===== config.mk =====
export PLATFORM = sky130hd
export DESIGN_NAME = uart_tx_arbiter
export DESIGN_NICKNAME = d
export VERILOG_FILES = /design/src/rtl/uart_tx_arbiter.sv
export SDC_FILE = /design/constraint.sdc
export NUM_CORES = 1
export LEC_CHECK = 0
export CAP_MARGIN = 20
export CORE_ASPECT_RATIO = 2
export CORE_UTILIZATION = 53
export CTS_CLUSTER_DIAMETER = 150
export DETAILED_ROUTE_END_ITERATION = 16
export GPL_TIMING_DRIVEN = 0
export PLACE_DENSITY = 0.84
export SLEW_MARGIN = 0
export SYNTH_ARGS = -nofsm -noshare
export SYNTH_HDL_FRONTEND = slang
export SYNTH_SLANG_ARGS = --single-unit

===== constraint.sdc =====
create_clock -name i_wb_clk -period 2.52 [get_ports i_wb_clk]
set_input_delay 0.252 -clock i_wb_clk [delete_from_list [all_inputs] [get_ports i_wb_clk]]
set_output_delay 0.252 -clock i_wb_clk [all_outputs]
set_load 0.02 [all_outputs]

===== src/rtl/uart_tx_arbiter.sv =====
// ----------------------------------------------------------------------------
// uart_tx_arbiter
//
// Shares one uart_tx serializer between N byte requesters using round-robin
// arbitration. A granted byte is latched and handed to the serializer with a
// one-cycle start strobe. The arbiter then waits for the serializer's done
// pulse, with a watchdog that aborts a frame that never completes. It then
// holds the line idle for a programmable gap before the next grant.
//
// Ports:
//   i_wb_clk     clock
//   i_wb_rst     asynchronous active-high reset
//   i_req        [N]       per-requester request level, held until o_ack
//   i_dat        [N*BITS]  requester k byte at [k*BITS +: BITS]
//   o_ack        [N]       one-cycle pulse: byte of requester k latched
//   o_done       [N]       one-cycle pulse: requester k frame finished/aborted
//   o_tx_active  start strobe to the serializer (one cycle per frame)
//   o_tx_dat     [BITS]    byte to the serializer, stable from grant to grant
//   i_tx_done    serializer done pulse (only honoured while waiting)
//   o_busy       high whenever the arbiter is not idle
//   o_err        sticky frame-timeout flag, cleared only by reset
// ----------------------------------------------------------------------------
module uart_tx_arbiter #(
    parameter int N          = 2,
    parameter int BITS       = 8,
    parameter int TIMEOUT    = 1200,
    parameter int GAP_CYCLES = 2
) (
    input  logic              i_wb_clk,
    input  logic              i_wb_rst,
    input  logic [N-1:0]      i_req,
    input  logic [N*BITS-1:0] i_dat,
    output logic [N-1:0]      o_ack,
    output logic [N-1:0]      o_done,
    output logic              o_tx_active,
    output logic [BITS-1:0]   o_tx_dat,
    input  logic              i_tx_done,
    output logic              o_busy,
    output logic              o_err
);

    localparam int PW      = (N > 1) ? $clog2(N) : 1;
    localparam int CNT_MAX = (TIMEOUT > GAP_CYCLES) ? TIMEOUT : GAP_CYCLES;
    localparam int CW      = (CNT_MAX > 1) ? $clog2(CNT_MAX + 1) : 1;

    localparam logic [PW-1:0] LAST_RST     = PW'(N - 1);
    localparam logic [CW-1:0] TIMEOUT_LAST = CW'(TIMEOUT - 1);
    localparam logic [CW-1:0] GAP_LAST     = CW'((GAP_CYCLES > 0) ? GAP_CYCLES - 1 : 0);

    typedef enum logic [1:0] {
        IDLE  = 2'd0,
        START = 2'd1,
        WAIT  = 2'd2,
        GAP   = 2'd3
    } state_t;

    // With no gap configured, a finished frame returns straight to IDLE.
    localparam state_t AFTER_WAIT = (GAP_CYCLES == 0) ? IDLE : GAP;

    state_t            state_reg, state_next;
    logic [PW-1:0]     last_reg, last_next;
    logic [PW-1:0]     grant_reg, grant_next;
    logic [CW-1:0]     cnt_reg, cnt_next;
    logic [N-1:0]      ack_reg, ack_next;
    logic [N-1:0]      done_reg, done_next;
    logic              tx_active_reg, tx_active_next;
    logic [BITS-1:0]   tx_dat_reg, tx_dat_next;
    logic              busy_reg, busy_next;
    logic              err_reg, err_next;

    // Unpack the flat data bus into one byte per requester.
    logic [BITS-1:0] dat_arr [N];

    generate
        for (genvar gi = 0; gi < N; gi++) begin : g_unpack
            assign dat_arr[gi] = i_dat[gi*BITS +: BITS];
        end
    endgenerate

    // ------------------------------------------------------------------------
    // Round-robin pick: first requester set, searching last+1, last+2, ...
    // wrapping modulo N. The last candidate visited is 'last' itself, so a
    // lone requester is always served again.
    // ------------------------------------------------------------------------
    logic          pick_valid;
    logic [PW-1:0] pick_idx;
    logic [PW:0]   cand;

    always_comb begin
        pick_valid = 1'b0;
        pick_idx   = '0;
        cand       = '0;
        for (int i = 1; i <= N; i++) begin
            cand = {1'b0, last_reg} + (PW+1)'(i);
            if (cand >= (PW+1)'(N)) begin
                cand = cand - (PW+1)'(N);
            end
            if (!pick_valid && i_req[cand]) begin
                pick_valid = 1'b1;
                pick_idx   = cand[PW-1:0];
            end
        end
    end

    // ------------------------------------------------------------------------
    // Next-state and next-output logic. Every output is registered, so the
    // values computed here appear one cycle after the deciding edge.
    // ------------------------------------------------------------------------
    always_comb begin
        state_next     = state_reg;
        last_next      = last_reg;
        grant_next     = grant_reg;
        cnt_next       = cnt_reg;
        ack_next       = '0;
        done_next      = '0;
        tx_active_next = 1'b0;
        tx_dat_next    = tx_dat_reg;
        err_next       = err_reg;

        case (state_reg)
            IDLE: begin
                if (pick_valid) begin
                    tx_dat_next         = dat_arr[pick_idx];
                    grant_next          = pick_idx;
                    last_next           = pick_idx;
                    ack_next[pick_idx]  = 1'b1;
                    tx_active_next      = 1'b1;
                    state_next          = START;
                end
            end

            START: begin
                cnt_next   = '0;
                state_next = WAIT;
            end

            WAIT: begin
                cnt_next = cnt_reg + 1'b1;
                // A real done takes priority over a simultaneous timeout.
                if (i_tx_done) begin
                    done_next[grant_reg] = 1'b1;
                    cnt_next             = '0;
                    state_next           = AFTER_WAIT;
                end else if (cnt_reg == TIMEOUT_LAST) begin
                    done_next[grant_reg] = 1'b1;
                    err_next             = 1'b1;
                    cnt_next             = '0;
                    state_next           = AFTER_WAIT;
                end
            end

            GAP: begin
                cnt_next = cnt_reg + 1'b1;
                if (cnt_reg == GAP_LAST) begin
                    cnt_next   = '0;
                    state_next = IDLE;
                end
            end

            default: begin
                state_next = IDLE;
                cnt_next   = '0;
            end
        endcase

        // Registered version of (state != IDLE).
        busy_next = (state_next != IDLE);
    end

    // ------------------------------------------------------------------------
    // State and output registers.
    // ------------------------------------------------------------------------
    always_ff @(posedge i_wb_clk or posedge i_wb_rst) begin
        if (i_wb_rst) begin
            state_reg     <= IDLE;
            last_reg      <= LAST_RST;
            grant_reg     <= '0;
            cnt_reg       <= '0;
            ack_reg       <= '0;
            done_reg      <= '0;
            tx_active_reg <= 1'b0;
            tx_dat_reg    <= '0;
            busy_reg      <= 1'b0;
            err_reg       <= 1'b0;
        end else begin
            state_reg     <= state_next;
            last_reg      <= last_next;
            grant_reg     <= grant_next;
            cnt_reg       <= cnt_next;
            ack_reg       <= ack_next;
            done_reg      <= done_next;
            tx_active_reg <= tx_active_next;
            tx_dat_reg    <= tx_dat_next;
            busy_reg      <= busy_next;
            err_reg       <= err_next;
        end
    end

    assign o_ack       = ack_reg;
    assign o_done      = done_reg;
    assign o_tx_active = tx_active_reg;
    assign o_tx_dat    = tx_dat_reg;
    assign o_busy      = busy_reg;
    assign o_err       = err_reg;

endmodule

==> results.tsv <==
stage	metric	value	unit
outcome	outcome	complete, no violations	
finish	Largest register FFs	11	
clock_network	TritonCTS buffer count	5	
yosys	post-synth net total	180	
clock_network	CTS HTree Levels	2	
placement	Post-DP HPWL	2830	um
sta	setup_tns	0	ns
yosys	post-synthesis sequential area ratio	48.3	%
pwr	Power Internal	1.23	mW
finish	Area growth, synth to finish	32.7	%
sta	min cycle time layout	1.93	ns
global_route	first-pass GRT wire length	6270	um
yosys	Top FF cell, synth	dfrtp_1	
sta	f_max	0.517	GHz
run	# Max-Cap Violations	0	
detailed_routing	via density per instance	6.11	
finish	final core utilization	74.6	%
yosys	Post-Synth Simple-Gate Area	19.7	%
finish	count of non-filler cells in the finished layout	230	
worst_setup_path	critical path arrival	2.08	ns
detailed_routing	Initial DRT Pass Iterations	4	
yosys	Synth Area in XOR/XNOR	0	%
placement	Cells after DPL	222	
finish	fillers	187	
worst_setup_path	worst-path cell chain	ha_1 -> and4_1 -> a41oi_2 -> o21ai_2 -> o211ai_1	
worst_setup_path	Crit path buffers/inverters	0	
pwr	clock share of power	20.7	%
global_route	largest net degree at the start of global routing	20	
sta	fin. max-slew vios	0	
sta	endpoints failing hold	0	
detailed_routing	post-route ant nets	0	
yosys	Post-Syn Area	0.00156	mm^2
worst_setup_path	critical path's largest stage delay	0.49	ns
die	core area	0.00277	mm^2
worst_setup_path	kind of end point of the critical path	register	
die	DIE WIDTH	40.3	um
worst_setup_path	R2R Path End	cnt_reg[5]	
sta	Final setup viols	0	
sta	RSZ-0062 raised after global routing	false	
die	Initial Utilization	56.2	%
sta	Layout Skew	0.00571	ns
yosys	flops & latches, synth	30	
clock_network	Max clock buf depth	2	
clock_network	Post-CTS Setup Bufs	0	
pwr	PD cells	967	mW/mm^2
detailed_routing	DRC	0	
placement	Placer Congestion	0.820	
die	row count	27	
global_route	vias in the first global route	1425	
die	die area	0.00317	mm^2
worst_setup_path	R2R cell count	5	
clock_network	Clock Tree Root	clkbuf_8	
worst_setup_path	Slowest-stage cell, CP	dfrtp_1	
finish	Nets	223	
worst_setup_path	flop2flop setup slack	0.59	ns
yosys	Synth Area in Adders	1.61	%
pwr	Worst IR Drop VDD	0.795	mV
sta	fin crit share	76.7	%
global_route	initial antenna violation count	0	
pwr	total power	2.00	mW
yosys	mux contribution to synthesized area	0	%
clock_network	TritonCTS clock tree	yes	
worst_hold_path	HP Class	in -> async	
worst_setup_path	Worst path depth	5	
yosys	largest family of logic cells by synthesized area	compound AO/OA/AOI/OAI gates	
finish	area of the multi-input gates	682	um^2
global_route	GRT Residual Overflow	0	
worst_setup_path	crit start category	register	
pwr	Sw Ratio	38.3	%
yosys	Compound-Gate Fraction of Synth Area	22.5	%
finish	sequential cell area	752	um^2
die	Ports	36	
worst_setup_path	Crit Path Max Fanout	7	
yosys	Synth cell types	46	
finish	share of layout cells above drive strength 1	12.9	%
detailed_routing	DR iter-0 viols	69	
clock_network	Worst-Skew Late Latency	0.29	ns
global_route	GR Util All Layers	28.7	%
worst_setup_path	WP data required	2.67	ns
yosys	Gate Count Post-Synth	157	
detailed_routing	routed via count	1405	
worst_setup_path	critical path type	reg -> reg	
placement	Port Buffers	35	
pwr	sw power	764	uW
placement	post-place instance area	0.00197	mm^2
yosys	Post-synth EDFFs	0	
sta	worst-margin pin slew	0.538	ns
finish	Antenna diodes	0	
sta	Max-Slew Margin vs Limit	64.1	%
clock_network	# hold bufs at CTS	0	
finish	Design Area, Final	0.00207	mm^2
die	die height	78.7	um
clock_network	PostCTS Resize Cnt	0	
detailed_routing	Routed WL	3810	um
worst_setup_path	origin of the critical flop-to-flop path	cnt_reg[0]	
clock_network	TritonCTS Sinks	30	
detailed_routing	DR WL/cell	16.5	um
worst_setup_path	delay-heaviest family, CP	compound AO/OA/AOI/OAI gates	
yosys	warnings from Yosys	0	
pwr	Comb pwr share	42.6	%
clock_network	Reg clk slew, reported paths	0.07	ns
pwr	Flop pwr share	36.7	%
yosys	ys async rst share	100	%
worst_setup_path	crit path to	cnt_reg[5]	
pwr	Pleak	0.951	nW
yosys	synthesized area per cell	9.92	um^2
worst_setup_path	Crit. Startpoint	cnt_reg[0]	
==> layout by cell type, fill, tap and decap left out, drive strengths merged, types with 5 or more instances in the layout <==
cell,count
and3,7
dfrtp,29
a222oi,8
o211ai,5
nand2,15
o21ai,7
clkbuf,10
clkdlybuf4s50,35
nor2,10
inv,16
buf,8
==> logic make-up after synthesis <==
group | Yosys count
AND/OR/NAND/NOR | 55
AO/OA/AOI/OAI | 43
flip-flops | 30
buffers and inverters | 27
adder cells (fa/ha/maj) | 2
==> cell type report <==
class,count,area share [%]
flip-flops and latches,30,36.4
multi-input cells,100,33.0
repair buffers,36,18.3
clock buffers,6,4.00
plain buffers,11,3.09
inverters,16,2.91
well taps,29,1.76
clock inverters,2,0.605
==> synthesized netlist by cell type (2+ instances only) <==
library cell	number	share of area, %
nor4_1	2	0.80
nand3_1	3	0.96
a21oi_1	3	0.96
nor2b_1	3	1.2
a222oi_1	8	5.1
o31ai_1	3	1.4
nor2_1	9	2.2
buf_2	5	1.6
nand2_1	15	3.6
a21o_1	2	0.96
o2111ai_2	2	1.9
o211ai_1	5	2.4
nand2b_1	2	0.80
dfrtp_1	29	47
o221ai_1	2	1.1
and3_1	7	2.8
a31oi_1	3	1.2
ha_1	2	1.6
nor3_1	3	0.96
clkbuf_1	3	0.72
buf_6	2	1.4
o21ai_0	5	1.6
inv_1	16	3.9
==> per-layer routing <==
layer	vias up	global-route usage (%)	wire [um]
met5	-	0	0
met1	673	29.6	1350
met4	0	14.3	66
met2	61	48.6	2190
met3	6	7.63	196
li1	665	-	-
==> power by group through the flow <==
stage          Combinational (mW)  Sequential, mW  Clock, mW
2_1_floorplan               0.446           0.812          0
3_3_place_gp                0.810           0.731          0
3_5_place_dp                0.842           0.740          0
4_1_cts                     0.850           0.731      0.417
5_1_grt                     0.929           0.750      0.436
6_report                    0.851           0.734      0.413
==> metrics by stage <==
step / hold slack [ns] / setup slack, ns
finish: 0.291 / 0.587
global route: 0.350 / 0.531
CTS: 0.303 / 0.626
detailed placement: 0.460 / 0.656
global placement: 0.447 / 0.715
floorplan: 0.342 / 0.864
==> worst min-delay path by stage <==
stage / from / endpoint / slack (ns)
floorplan: i_wb_rst / cnt_reg[0] / 0.34
global placement: grant_reg / o_done[0] / 0.45
detailed placement: o_err / o_err / 0.46
CTS: i_wb_rst / state_reg[0] / 0.30
global route: i_wb_rst / o_done[0] / 0.35
finish: i_wb_rst / o_done[0] / 0.29
No activity file was read; power rests on OpenSTA's default activity.
